===== src/rtl/seg_scan_ctrl_pkg.sv =====
// Shared types and constants for the multiplexed 7-segment scan controller.
package seg_scan_pkg;

  typedef enum logic [1:0] {
    OFF  = 2'd0,
    SHOW = 2'd1,
    GAP  = 2'd2
  } seg_state_e;

  localparam int BCD_W = 4;
  localparam logic [BCD_W-1:0] BCD_MAX = 4'd9;

  // Width of the shared dwell/gap down-counter; it must hold max(dwell, gap) - 1.
  function automatic int cnt_width(input int dwell, input int gap);
    int m;
    m = (dwell > gap) ? dwell : gap;
    return (m > 1) ? $clog2(m) : 1;
  endfunction

endpackage


===== src/rtl/seg_scan_ctrl_if.sv =====
// Write port of the scan controller: single valid/ready transfer of a packed BCD value.
interface seg_scan_ctrl_if
  import seg_scan_pkg::*;
#(
  parameter int NUM_DIGITS = 4
);

  logic                        wr_valid;
  logic [BCD_W*NUM_DIGITS-1:0] wr_data;
  logic                        wr_ready;

  modport master (output wr_valid, output wr_data, input wr_ready);
  modport slave  (input wr_valid, input wr_data, output wr_ready);

endinterface


===== src/rtl/seg_scan_ctrl_timer.sv =====
// Loadable down-counter with terminal-count flags, shared by the dwell and gap phases.
module seg_scan_timer
  import seg_scan_pkg::*;
#(
  parameter int W = 4
) (
  input  logic         clk,
  input  logic         rst_n,
  input  logic         load,
  input  logic [W-1:0] load_val,
  input  logic         en,
  output logic         tc,
  output logic         tc_next
);

  logic [W-1:0] cnt_r;

  // Count register: load wins over counting, counting parks at zero.
  always_ff @(posedge clk) begin
    if (!rst_n) begin
      cnt_r <= {W{1'b0}};
    end else if (load) begin
      cnt_r <= load_val;
    end else if (en && (cnt_r != {W{1'b0}})) begin
      cnt_r <= cnt_r - W'(1);
    end else begin
      cnt_r <= cnt_r;
    end
  end

  // tc_next looks one cycle ahead so the parent can register outputs on it.
  always_comb begin
    tc = (cnt_r == {W{1'b0}});
    if (load) begin
      tc_next = (load_val == {W{1'b0}});
    end else if (en) begin
      tc_next = (cnt_r <= W'(1));
    end else begin
      tc_next = tc;
    end
  end

endmodule


===== src/rtl/seg_scan_ctrl.sv =====
// Time-multiplexed scan controller feeding one shared BCD-to-7-segment decoder.
// Optional build macro: LEADING_ZERO_BLANK_EN (blank leading zero digits).
module seg_scan_ctrl
  import seg_scan_pkg::*;
#(
  parameter int NUM_DIGITS   = 4,
  parameter int DWELL_CYCLES = 1000,
  parameter int GAP_CYCLES   = 2
) (
  input  logic                  clk,
  input  logic                  rst_n,
  input  logic                  disp_on,
  seg_scan_ctrl_if.slave        wr,
  output logic [NUM_DIGITS-1:0] dig_sel,
  output logic [BCD_W-1:0]      bcd_out,
  output logic                  blank,
  output logic                  frame_done
);

  localparam int CNT_W = cnt_width(DWELL_CYCLES, GAP_CYCLES);
  localparam int IDX_W = $clog2(NUM_DIGITS);
  localparam int FRM_W = BCD_W * NUM_DIGITS;
  localparam logic [CNT_W-1:0] DWELL_LD = CNT_W'(DWELL_CYCLES - 1);
  localparam logic [CNT_W-1:0] GAP_LD   = CNT_W'(GAP_CYCLES - 1);
  localparam logic [IDX_W-1:0] LAST_IDX = IDX_W'(NUM_DIGITS - 1);

  seg_state_e            state_r;
  seg_state_e            state_nxt_s;
  logic [IDX_W-1:0]      idx_r;
  logic [IDX_W-1:0]      idx_nxt_s;
  logic [FRM_W-1:0]      frame_r;
  logic [FRM_W-1:0]      pend_r;
  logic [FRM_W-1:0]      frame_src_s;
  logic                  pend_full_r;
  logic                  wr_ready_r;
  logic                  frame_load_s;
  logic                  tmr_load_s;
  logic                  tmr_en_s;
  logic                  tmr_tc_s;
  logic                  tmr_tc_next_s;
  logic [CNT_W-1:0]      tmr_val_s;
  logic [BCD_W-1:0]      digit_s;
  logic                  digit_blank_s;
  logic [NUM_DIGITS-1:0] lz_s;

  assign wr.wr_ready = wr_ready_r;

  seg_scan_timer #(.W(CNT_W)) u_timer (
    .clk      (clk),
    .rst_n    (rst_n),
    .load     (tmr_load_s),
    .load_val (tmr_val_s),
    .en       (tmr_en_s),
    .tc       (tmr_tc_s),
    .tc_next  (tmr_tc_next_s)
  );

  // Next-state, digit index and timer control decode.
  always_comb begin
    state_nxt_s  = state_r;
    idx_nxt_s    = idx_r;
    tmr_load_s   = 1'b0;
    tmr_val_s    = {CNT_W{1'b0}};
    tmr_en_s     = 1'b0;
    frame_load_s = 1'b0;
    case (state_r)
      OFF: begin
        if (disp_on) begin
          state_nxt_s  = SHOW;
          idx_nxt_s    = {IDX_W{1'b0}};
          tmr_load_s   = 1'b1;
          tmr_val_s    = DWELL_LD;
          frame_load_s = pend_full_r;
        end else begin
          state_nxt_s  = OFF;
        end
      end
      SHOW: begin
        if (!disp_on) begin
          state_nxt_s = OFF;
          idx_nxt_s   = {IDX_W{1'b0}};
        end else if (tmr_tc_s) begin
          state_nxt_s = GAP;
          tmr_load_s  = 1'b1;
          tmr_val_s   = GAP_LD;
        end else begin
          tmr_en_s    = 1'b1;
        end
      end
      GAP: begin
        if (!disp_on) begin
          state_nxt_s = OFF;
          idx_nxt_s   = {IDX_W{1'b0}};
        end else if (tmr_tc_s) begin
          state_nxt_s = SHOW;
          tmr_load_s  = 1'b1;
          tmr_val_s   = DWELL_LD;
          if (idx_r == LAST_IDX) begin
            idx_nxt_s    = {IDX_W{1'b0}};
            frame_load_s = pend_full_r;
          end else begin
            idx_nxt_s    = idx_r + IDX_W'(1);
          end
        end else begin
          tmr_en_s    = 1'b1;
        end
      end
      default: begin
        state_nxt_s = OFF;
        idx_nxt_s   = {IDX_W{1'b0}};
      end
    endcase
  end

`ifdef LEADING_ZERO_BLANK_EN
  logic lz_run_s;

  // A digit is a leading zero when it and every more-significant digit are zero.
  always_comb begin
    lz_s     = {NUM_DIGITS{1'b0}};
    lz_run_s = 1'b1;
    for (int i = NUM_DIGITS - 1; i >= 1; i--) begin
      lz_run_s = lz_run_s & (frame_src_s[i*BCD_W +: BCD_W] == {BCD_W{1'b0}});
      lz_s[i]  = lz_run_s;
    end
  end
`else
  // Leading zeros are displayed normally.
  always_comb begin
    lz_s = {NUM_DIGITS{1'b0}};
  end
`endif

  // Digit about to be shown; a frame starting this cycle already sees the pending value.
  always_comb begin
    frame_src_s = frame_load_s ? pend_r : frame_r;
    digit_s     = {BCD_W{1'b0}};
    for (int i = 0; i < NUM_DIGITS; i++) begin
      digit_s = (idx_nxt_s == IDX_W'(i)) ? frame_src_s[i*BCD_W +: BCD_W] : digit_s;
    end
    digit_blank_s = (digit_s > BCD_MAX) | lz_s[idx_nxt_s];
  end

  // FSM state, write buffer and registered display outputs.
  always_ff @(posedge clk) begin
    if (!rst_n) begin
      state_r     <= OFF;
      idx_r       <= {IDX_W{1'b0}};
      frame_r     <= {FRM_W{1'b0}};
      pend_r      <= {FRM_W{1'b0}};
      pend_full_r <= 1'b0;
      wr_ready_r  <= 1'b1;
      dig_sel     <= {NUM_DIGITS{1'b0}};
      bcd_out     <= {BCD_W{1'b0}};
      blank       <= 1'b1;
      frame_done  <= 1'b0;
    end else begin
      state_r <= state_nxt_s;
      idx_r   <= idx_nxt_s;
      if (frame_load_s) begin
        frame_r     <= pend_r;
        pend_full_r <= 1'b0;
        wr_ready_r  <= 1'b1;
      end else if (wr.wr_valid && wr_ready_r) begin
        pend_r      <= wr.wr_data;
        pend_full_r <= 1'b1;
        wr_ready_r  <= 1'b0;
      end else begin
        pend_r      <= pend_r;
        pend_full_r <= pend_full_r;
        wr_ready_r  <= wr_ready_r;
      end
      frame_done <= (state_nxt_s == GAP) && tmr_tc_next_s && (idx_nxt_s == LAST_IDX);
      case (state_nxt_s)
        SHOW: begin
          dig_sel <= NUM_DIGITS'(1) << idx_nxt_s;
          bcd_out <= digit_s;
          blank   <= digit_blank_s;
        end
        GAP, OFF: begin
          dig_sel <= {NUM_DIGITS{1'b0}};
          bcd_out <= bcd_out;
          blank   <= 1'b1;
        end
        default: begin
          dig_sel <= {NUM_DIGITS{1'b0}};
          bcd_out <= bcd_out;
          blank   <= 1'b1;
        end
      endcase
    end
  end

endmodule


===== src/flat_wrapper.sv =====
// flat-port wrapper written by rule: the top's interface ports become plain ports
module seg_scan_ctrl_flat import seg_scan_pkg::*;
#(
  parameter int NUM_DIGITS   = 4,
  parameter int DWELL_CYCLES = 1000,
  parameter int GAP_CYCLES   = 2
)
  (clk, rst_n, disp_on, dig_sel, bcd_out, blank, frame_done, wr_wr_valid, wr_wr_data, wr_wr_ready);
  seg_scan_ctrl_if #(.NUM_DIGITS(NUM_DIGITS)) wr_i ();
  input  logic clk;
  input  logic rst_n;
  input  logic disp_on;
  output logic [NUM_DIGITS-1:0] dig_sel;
  output logic [BCD_W-1:0] bcd_out;
  output logic blank;
  output logic frame_done;
  input wire logic [$bits(wr_i.wr_valid)-1:0] wr_wr_valid;
  input wire logic [$bits(wr_i.wr_data)-1:0] wr_wr_data;
  output wire logic [$bits(wr_i.wr_ready)-1:0] wr_wr_ready;
  assign wr_i.wr_valid = wr_wr_valid;
  assign wr_i.wr_data = wr_wr_data;
  assign wr_wr_ready = wr_i.wr_ready;
  seg_scan_ctrl #(.NUM_DIGITS(NUM_DIGITS), .DWELL_CYCLES(DWELL_CYCLES), .GAP_CYCLES(GAP_CYCLES)) u_core (.clk(clk), .rst_n(rst_n), .disp_on(disp_on), .wr(wr_i), .dig_sel(dig_sel), .bcd_out(bcd_out), .blank(blank), .frame_done(frame_done));
endmodule

===== config.mk =====
export PLATFORM = sky130hd
export DESIGN_NAME = seg_scan_ctrl_flat
export DESIGN_NICKNAME = d
export VERILOG_FILES = /design/src/rtl/seg_scan_ctrl_pkg.sv /design/src/rtl/seg_scan_ctrl_if.sv /design/src/rtl/seg_scan_ctrl_timer.sv /design/src/rtl/seg_scan_ctrl.sv /design/src/flat_wrapper.sv
export SDC_FILE = /design/constraint.sdc
export NUM_CORES = 1
export LEC_CHECK = 0
export ABC_AREA = 1
export BUFFER_PORTS_ARGS = -buffer_cell sky130_fd_sc_hd__buf_2
export CAP_MARGIN = 20
export CORE_MARGIN = 2
export CORE_UTILIZATION = 62
export DETAILED_ROUTE_END_ITERATION = 16
export GPL_TIMING_DRIVEN = 0
export PLACE_DENSITY = 0.84
export REMOVE_ABC_BUFFERS = 1
export SLEW_MARGIN = 20
export SYNTH_ARGS = -nofsm -noshare
export SYNTH_HDL_FRONTEND = slang
export SYNTH_SLANG_ARGS = --single-unit

===== constraint.sdc =====
create_clock -name clk -period 5.4 [get_ports clk]
set_input_delay 0.54 -clock clk [delete_from_list [all_inputs] [get_ports clk]]
set_output_delay 0.54 -clock clk [all_outputs]
set_load 0.05 [all_outputs]

# Yosys cells after proc, flatten, opt, wreduce, memory -nomap -nowiden
# Cells that the tools add are included.
totals:
  register_bits: 58
  elab_cells: 83
classes:
  addsub: 2
  order_cmp: 3
  eq_ne: 8
  shifts: 1
  mux: 41
  n_bitwise: 3
  n_reduce_logical: 14
op_table:
  columns: ["cell", "count"]
  rows:
  - ["$mux 10", 6]
  - ["$pmux 10 s3", 1]
  - ["$logic_not 10->1", 2]
  - ["$mux 2", 9]
  - ["$mux 16", 1]
  - ["$mux 4", 4]
  - ["$mux 1", 15]
  - ["$pmux 2 s3", 2]
  - ["$eq 2x2->1 const B", 5]
  - ["$le 10x1->1 const B", 1]
  - ["$reduce_bool 10->1", 1]
  - ["$sub 10x1->10 const B", 1]
  - ["$eq 2x1->1 const B", 3]
  - ["$gt 4x4->1 const B", 1]
  - ["$logic_and 1x1->1", 4]
  - ["$logic_not 2->1", 2]
  - ["$pmux 1 s2", 2]
  - ["$reduce_and 2->1", 2]
  - ["$reduce_or 2->1", 2]
  - ["$shl 1x2->4 const A", 1]
  - ["$lt 2x3->1 const B", 1]
  - ["$add 2x1->2 const B", 1]
  - ["$bmux 1 s2", 1]
  - ["$not 1->1", 2]
  - ["other kinds (2)", 2]

# Logic depth before layout (Yosys ltp)
# Gate-level depths: netlist (run 1).
depth:
  word_depth: 12
  depth_mapped: 17

# Cells and area by module
# Synthesis (run 1) repeated with hierarchy kept, for this count alone.
hier_totals:
  cells_unflattened: 423
  area_unflattened_um2: 2901.5
modules_own_cells:
  columns: ["module", "n_inst", "cells_each", "area_each_um2", "seq_area_each_um2"]
  rows:
  - ["seg_scan_ctrl", 1, 295, 2100.8, 960.9]
  - ["seg_scan_timer", 1, 128, 800.8, 200.2]

# Worst setup path before layout (run 1)
# OpenSTA, ideal clock, no wires.
synth_path:
  kind: "input-to-reg"
  start: "in disp_on"
  end: "reg u_core.blank"
  setup_time_ns: 0.112
  t_arrival_ns: 1.727
  t_required_ns: 5.288
  slack_ns: 3.561
  path_stages: 14
  path_cell_list: "buf_2 > nand2_1 > inv_1 > nand2_2 > nand2_2 > nand2_2 > a21oi_2 > nor2_1 > nand2_1 > nand3_1 > nor2_2 > inv_1 > nand2_1 > nand2_1"
synth_via:
  elab_chain_cells: 9
  elab_cells_between_ends: 26
  classes_between: "order compare: 1; eq/ne: 4; mux: 18; bitwise: 1; reduce/logical: 2"
synth_lines:
  columns: ["item", "line", "source"]
  rows:
  - ["start: declaration", "flat_wrapper.sv:12", "input logic disp_on;"]
  - ["$mux 2 (tied with other cells)", "seg_scan_ctrl.sv:91", "if (!disp_on) begin"]
  - ["$pmux 2 s3 / $pmux 1 s2 (equally long branches)", "seg_scan_ctrl.sv:66", "case (state_r)"]
  - ["$logic_not 2->1 / $mux 16 (equally long branches)", null, null]
  - ["$mux 4 (4 in a row)", "seg_scan_ctrl.sv:139", "digit_s = (idx_nxt_s == IDX_W'(i)) ? frame_src_s[i*BCD_W +: BCD_W] : digit_s;"]
  - ["$gt 4x4->1", "seg_scan_ctrl.sv:141", "digit_blank_s = (digit_s > BCD_MAX) | lz_s[idx_nxt_s];"]
  - ["$or 1x1->1", "seg_scan_ctrl.sv:141", null]
  - ["end signal: assignment", "seg_scan_ctrl.sv:178", "blank <= digit_blank_s;"]
  - ["end: declaration", "seg_scan_ctrl.sv:16", "output logic blank,"]
# Several ways; a longest one is shown, not always the timed one. The select of a mux whose other input is x is not followed.
# A chain may end at the register's enable or synchronous reset.

# Final worst setup path (run 1)
layout_path:
  start: "reg u_core.u_timer.cnt_r[0]"
  end: "reg u_core.blank"
layout_via:
  elab_chain_cells: 11
  elab_cells_between_ends: 27
  classes_between: "order compare: 1; eq/ne: 4; mux: 18; bitwise: 1; reduce/logical: 3"
layout_lines:
  columns: ["item", "line", "source"]
  rows:
  - ["start: declaration", "seg_scan_ctrl_timer.sv:16", "logic [W-1:0] cnt_r;"]
  - ["start signal: assignment", "seg_scan_ctrl_timer.sv:21", "cnt_r <= {W{1'b0}};"]
  - ["start signal: assignment", "seg_scan_ctrl_timer.sv:23", "cnt_r <= load_val;"]
  - ["start signal: assignment", "seg_scan_ctrl_timer.sv:25", "cnt_r <= cnt_r - W'(1);"]
  - ["$logic_not 10->1 *", "seg_scan_ctrl_timer.sv:33", "tc = (cnt_r == {W{1'b0}});"]
  - ["$mux 2 / $mux 1 (equally long branches)", "seg_scan_ctrl.sv:94", "end else if (tmr_tc_s) begin"]
  - ["$mux 2 / $mux 1 (equally long branches)", "seg_scan_ctrl.sv:91", null]
  - ["$pmux 2 s3 / $pmux 1 s2 (equally long branches)", "seg_scan_ctrl.sv:66", null]
  - ["$logic_not 2->1 / $mux 16 (equally long branches)", null, null]
  - ["$mux 4 (4 in a row)", "seg_scan_ctrl.sv:139", null]
  - ["$gt 4x4->1", "seg_scan_ctrl.sv:141", null]
  - ["$or 1x1->1", "seg_scan_ctrl.sv:141", null]
# Mark *: on every way between the ends. The rest lies on a longest branch, timed or not. The select of a mux whose other input is x is not followed.

==> impl_metrics.toml, run 1 <==
[run_status]
status = "completed"

[setup_path]
crit_cells = 14
startpoint = "u_core.u_timer.cnt_r[0]"
worst_path_max_delay_cell = "dfxtp_1"
required_ns = 5.64
cpPeakStageDelay_ns = 0.41
rr_endpoint = "u_core.blank"
rr_startpoint = "u_core.u_timer.cnt_r[0]"
reg2reg_slack_ns = 3.04
path_delay_family = "simple AND/OR/NAND/NOR gates"
worst-path-buf-inv = 3
critical_path_class = "reg2reg"
cp_cell_sequence = "inv_1 -> ha_1 -> nand2_2 -> inv_2 -> nand3_2 -> nand2_2 -> nand2_4 -> inv_2 -> o21ai_0 -> nor2_1 -> nor2_1 -> nand2_1 -> nand2_1 -> nand2_1"
worstPathArrival_ns = 2.60
reg2reg_depth = 14
worstPathMaxFanout = 25
cp-start-kind = "flop"
crit_top_cell = "nand2_1"
endpoint = "u_core.blank"
endpoint_kind = "flop"

[floorplan]
fp.dieArea_um2 = 5090
initial_core_util_pct = 64.5
coreArea_um2 = 4350
die_w_um = 71.3
io_pins = 31
die_h_um = 71.3
rows = 24

[place]
port_buffers = 30
placed_area_um2 = 2970
post-place-ws_ns = 3.11
gp_congestion = 0.829
dp_hpwl_um = 4220
dp_cells = 437

[synth]
synthDistinctLibCells = 38
yosysSeqAreaShare_pct = 41.3
ys_seq_elements = 58
netlist_instances = 365
ys_warn_count = 0
synth_edf_count = 0
async_flop_share_pct = 0
synth-main-ff-cell = "dfxtp_1"
synthTopCellsByArea = "dfxtp_1 (41%), nor2_1 (6.9%), nand2_1 (6.8%)"
syn_area_um2 = 2810
synth_top_area_share_pct = 41.3
syn_area_per_cell_um2 = 7.70
synth_top_area_cell = "dfxtp_1"

[sta]
slew_violations = 0
worst_slack_ns = 3.04
worst_pin_slew_ns = 0.647
setup_viol = 0
fmax_mhz = 423
layout_min_cycle_time_ns = 2.36
fin_crit_sh_pct = 43.8
setup_tns_ns = 0
fin_skew_ns = 0.00914
hold_viol = 0
rsz0062_at_grt = "false"
relSlewSlack_pct = 56.8
whs_ns = 0.437

[route]
drtAntennaViolNets = 0
viasPerCell = 5.39
num_vias = 2441
firstDrtPassIters = 4
drt_wl_total_um = 5930
wl_per_cell_um = 13.1
drcViolationCount = 0
drt_iter0_drc = 147

[global_route]
grt_overflow = 0
grt_max_degree = 33
grt_pass1_vias = 2353
antenna_found_initial = 0
grt_pass1_wl_um = 10100
track_usage_pct = 25.3

[finish]
final_core_util_pct = 72.1
syn2layout_area_growth_pct = 11.7
antenna_cells = 0
final_area_um2 = 3140
fin_cells = 453
drive_above_1_share_pct = 23.9
nets = 424

[clock_tree]
cts.sinks = 58
clockBufferDepth = 2
cts_setup_buffers = 0
htree_levels = 3
ctsResizeCount = 0
clk_latency_ns = 0.33
postCtsHoldBufs = 0
cts_tree = "done"
cts_buffers = 9
clk_pin_slew_worst_paths_ns = 0.07
root_buffer = "clkbuf_8"

[pwr]
leakagePower_nw = 1.42
power_density_nw_per_um2 = 331
ir_drop_v = 0.000187
total_power_mw = 1.04

[flow_run]
cap_violations = 0

[worst_hold_path]
hold_class = "in2reg"
how the worst min path moves through the flow:
stage / from / end / slack, ns / cells past startpoint
6_report: wr_wr_data[9] / u_core.pend_r[9] / 0.44 / 3
3_5_place_dp: u_core.pend_r[7] / u_core.pend_r[7] / 0.46 / 2
2_1_floorplan: u_core.pend_r[1] / u_core.pend_r[1] / 0.42 / 2
5_1_grt: wr_wr_data[9] / u_core.pend_r[9] / 0.43 / 3
4_1_cts: wr_wr_data[5] / u_core.pend_r[5] / 0.42 / 3
3_3_place_gp: u_core.pend_r[1] / u_core.pend_r[1] / 0.45 / 2
layout by cell type, fill, tap and decap left out, drive strengths merged:
cell / netlist / layout
o21ai: 43 / 43
mux2i: 3 / 3
o221a: 1 / 1
clkinvlp: 0 / 2
inv: 40 / 40
clkinv: 1 / 4
a31oi: 2 / 2
nand2: 68 / 68
clkbuf: 5 / 11
a211oi: 1 / 1
or2: 5 / 5
xor2: 3 / 3
buf: 5 / 30
dfxtp: 58 / 58
nor2: 65 / 65
a21oi: 29 / 29
nand3: 17 / 17
nand4: 4 / 4
nor3: 4 / 4
o211a: 1 / 1
ha: 8 / 8
o211ai: 1 / 1
o311ai: 1 / 1
kinds of logic (layout without fill, tap and decap cells):
group | Yosys count | after routing | share of synthesized area, %
AOI/OAI and AO/OA | 79 | 79 | 16.3
xor gates and xnor gates | 3 | 3 | 0.935
adders and majority gates | 8 | 8 | 3.56
buffers and inverters | 51 | 87 | 7.75
DFF | 58 | 58 | 41.3
muxes | 3 | 3 | 1.51
and+or+nand+nor | 163 | 163 | 28.6
state kept, by name, summed over array words and instances (netlist names):
| register | cells |
|---|---|
| u_core.frame_r | 16 |
| u_core.pend_r | 16 |
| u_core.bcd_out | 4 |
| u_core.idx_r | 2 |
| u_core.frame_done | 1 |
| u_core.blank | 1 |
| u_core.state_r | 2 |
| u_core.u_timer.cnt_r | 10 |
| u_core.pend_full_r | 1 |
| u_core.dig_sel | 4 |
| u_core.wr.wr_ready | 1 |
per-layer routing:
layer  vias to the layer above  track usage (%)  wire length (µm)
li1                       1250                -                 -
met1                      1136             30.4              2650
met2                        45             42.2              2980
met3                        10             4.92               198
met4                         0             14.5                98
met5                         -                0                 0
area by class of cell:
| type | instances | area [µm²] |
|---|---|---|
| clock inverter | 5 | 30.0 |
| clock buffer | 11 | 141 |
| multi-input combinational | 256 | 1430 |
| fill | 356 | 1220 |
| tap | 52 | 65.1 |
| inverter | 41 | 159 |
| timing repair buffer | 30 | 150 |
| sequential | 58 | 1160 |
Yosys cell counts, types with 2 or more instances:
master	number
a21oi_1	27
a31oi_1	2
buf_2	2
buf_6	2
clkbuf_1	5
dfxtp_1	58
ha_1	8
inv_1	35
inv_2	5
mux2i_1	2
nand2_1	51
nand2_2	13
nand2_4	4
nand3_1	14
nand3_2	3
nand4_1	4
nor2_1	52
nor2_2	7
nor2_4	6
nor3_1	4
o21ai_0	33
o21ai_1	5
o21ai_2	4
or2_0	2
or2_2	2
xor2_1	3
report_power, final:
part | internal [mW] | total [mW] | switching (mW)
clock | 0.176 | 0.345 | 0.169
sequential | 0.459 | 0.481 | 0.0215
combinational | 0.0699 | 0.213 | 0.143
total | 0.706 | 1.04 | 0.333
worst register-to-register path, cell delays in order (launching register included):
cell and delay (ns):
dfxtp_1 0.41, inv_1 0.12, ha_1 0.22, nand2_2 0.13, inv_2 0.06, nand3_2 0.07, nand2_2 0.08, nand2_4 0.27
inv_2 0.14, o21ai_0 0.31, nor2_1 0.09, nor2_1 0.18, nand2_1 0.07, nand2_1 0.07, nand2_1 0.04
Power figures use the tool's default switching activity.
==> run 2: changes to the inputs <==
ABC_AREA = 0   (was 1)
CORE_UTILIZATION = 52   (was 62)
PLACE_DENSITY = 0.75   (was 0.84)
clock period = 2.1 ns   (was 5.4 ns; I/O delays follow)
==> run 2 against run 1 <==
  * The flow now finishes with violations (negative setup slack)
  * Die area increased by 18%
  * Critical path depth shrank 6
  * Non-clock buffer count increased by 38
  * Hold slack got worse by 0.33 ns
  * Critical path type unchanged
  * Highest routed layer unchanged
==> impl_metrics.toml, run 2 <==
[setup_path]
endpoint_kind = "flop"
endpoint = "u_core.bcd_out[2]"
path_delay_family = "simple AND/OR/NAND/NOR gates"
worst_path_max_delay_cell = "nor4_4"
rr_endpoint = "u_core.bcd_out[2]"
cpPeakStageDelay_ns = 0.43
cp_cell_sequence = "nor4_4 -> buf_6 -> nand4_1 -> a32oi_4 -> a311o_1 -> a211oi_2 -> or3_1 -> a21oi_1"
worstPathArrival_ns = 2.61
reg2reg_depth = 8
rr_startpoint = "u_core.u_timer.cnt_r[9]"
crit_cells = 8
required_ns = 2.37
critical_path_class = "reg2reg"
worstPathMaxFanout = 9
reg2reg_slack_ns = -0.24
startpoint = "u_core.u_timer.cnt_r[9]"
cp-start-kind = "flop"
worst-path-buf-inv = 1

[synth]
ys_seq_elements = 58
synthTopCellsByArea = "dfxtp_1 (41%), a21oi_1 (7.3%), nand2_1 (7.2%)"
synth_top_area_cell = "dfxtp_1"
yosysMostFrequentCell = "dfxtp_1"
syn_area_um2 = 2810
synthDistinctLibCells = 57
async_flop_share_pct = 0
synth_commonest_cells = "dfxtp_1 (58), nand2_1 (54), a21oi_1 (41)"
syn_area_per_cell_um2 = 8.77
yosysSeqAreaShare_pct = 41.4
ys_warn_count = 0
synth_edf_count = 0
synth-main-ff-cell = "dfxtp_1"
synth_top_area_share_pct = 41.4
netlist_instances = 320

[route]
wl_per_cell_um = 18.1
drt_wl_total_um = 8310
firstDrtPassIters = 8
drcViolationCount = 0
num_vias = 2767
drt_iter0_drc = 287
drtAntennaViolNets = 0
viasPerCell = 6.03

[pwr]
total_power_mw = 2.68
ir_drop_v = 0.000597
power_density_nw_per_um2 = 732
leakagePower_nw = 1.53

[finish]
final_cell_mix = "nand2_1 (54), dfxtp_1 (52), a21oi_1 (40), buf_4 (33), buf_2 (30)"
fin_cells = 459
final_core_util_pct = 70.9
reg_top3 = "u_core.frame_r x16, u_core.pend_r x16, u_core.u_timer.cnt_r x10"
final_common_cell = "nand2_1"
num-fill-cells = 363
nets = 412
drive_above_1_share_pct = 34.2
syn2layout_area_growth_pct = 30.6
antenna_cells = 0

[global_route]
antenna_found_initial = 0
grt_max_degree = 42
grt_pass1_vias = 2621
grt_pass1_wl_um = 12400
grt_overflow = 0
track_usage_pct = 26.3

[clock_tree]
cts_buffers = 9
cts.sinks = 58
clockBufferDepth = 2
clk_latency_ns = 0.34
clk_pin_slew_worst_paths_ns = 0.07
postCtsHoldBufs = 0
htree_levels = 3
cts_tree = "done"
root_buffer = "clkbuf_8"

[place]
port_buffers = 30
gp_congestion = 0.800
post-place-ws_ns = -0.900
dp_cells = 402
dp_hpwl_um = 4000

[sta]
setup_tns_ns = -1.47
fmax_mhz = 427
rsz0062_at_grt = "true"
layout_min_cycle_time_ns = 2.34
slew_violations = 0
fin_skew_ns = 0.00947
relSlewSlack_pct = 55.0
worst_slack_ns = -0.242
worst_pin_slew_ns = 0.675
setup_viol = 13
hold_viol = 0
fin_crit_sh_pct = 112

[floorplan]
rows = 26
fp.dieArea_um2 = 6000
die_h_um = 77.5
coreArea_um2 = 5170
io_pins = 31
die_w_um = 77.5
initial_core_util_pct = 54.3

[worst_hold_path]
hold_class = "in2reg"

[run_status]
violations = "negative setup slack"
status = "finished, violations left"

[flow_run]
cap_violations = 0
## run 2: cell types whose count changed after synthesis, moves of 6 or more
cell and change:
nor3_1 +6, nor2_4 -6, o21ai_0 -26, mux2i_1 +13, nand3_1 -8, a21oi_1 +14
inv_1 -25, nor2_1 -28, nand2_2 -13, nor2_2 -7
## run 2: worst min path at each step
stage / start / to / depth (start not counted)
final: wr_wr_data[4] / u_core.pend_r[4] / 3
after floorplan: rst_n / u_core.wr.wr_ready / 1
after detailed placement: u_core.pend_r[4] / u_core.pend_r[4] / 2
after global routing: wr_wr_data[0] / u_core.pend_r[0] / 3
after global placement: u_core.frame_r[8] / u_core.frame_r[8] / 2
after CTS: wr_wr_data[4] / u_core.pend_r[4] / 3
## run 2: area by class of cell
| class | instances | area, µm² | area share [%] |
|---|---|---|---|
| multi-input cells | 237 | 1710 | 46.7 |
| flip-flops and latches | 58 | 1180 | 32.1 |
| repair buffers | 68 | 455 | 12.4 |
| clock buffers | 14 | 163 | 4.44 |
| well taps | 70 | 87.6 | 2.39 |
| inverters | 10 | 37.5 | 1.02 |
| clock inverters | 2 | 35.0 | 0.956 |
## run 2: tightest hold or removal path, stage by stage
cell and delay [ns]:
buf_2 0.09, nand2_1 0.04, a21oi_1 0.05
## run 2: cell families (layout without fill, tap and decap cells)
group           count (synthesis)  in the layout  share of synthesized area [%]
simple gates                  124            126                           22.1
compound gates                 78             79                           18.4
flops                          58             58                           41.4
buf+inv                        28             94                           6.42
mux                            15             15                           5.35
xor+xnor                        9              9                           2.81
fa+ha+maj                       8              8                           3.57
## run 2: timing repair
item,4_1_cts,5_1_grt
cloned,2,1
gates resized for setup,45,15
pin swaps,23,10
setup buffers,25,13
setup endpoints to repair,55,33
## run 2: metrics by stage
stage / hold WS [ns] / instance area, µm²
2_1_floorplan: 0.282 / 2670
3_3_place_gp: 0.444 / 2900
3_5_place_dp: 0.447 / 2900
4_1_cts: 0.0992 / 3500
5_1_grt: 0.112 / 3670
6_report: 0.102 / 3670
## run 2: power by group
part | total [mW] | leakage, nW | switching (mW) | internal (mW)
registers | 1.20 | 0.477 | 0.0495 | 1.15
clock network | 1.05 | 0.101 | 0.440 | 0.613
logic | 0.433 | 0.957 | 0.254 | 0.179
total | 2.68 | 1.53 | 0.743 | 1.94
## run 2: routing by layer
metal / global-route usage (%) / part of all wire, %
met5: 0 / 0
met4: 15.0 / 5.7
met3: 7.67 / 7.7
met2: 43.0 / 48
met1: 30.6 / 39
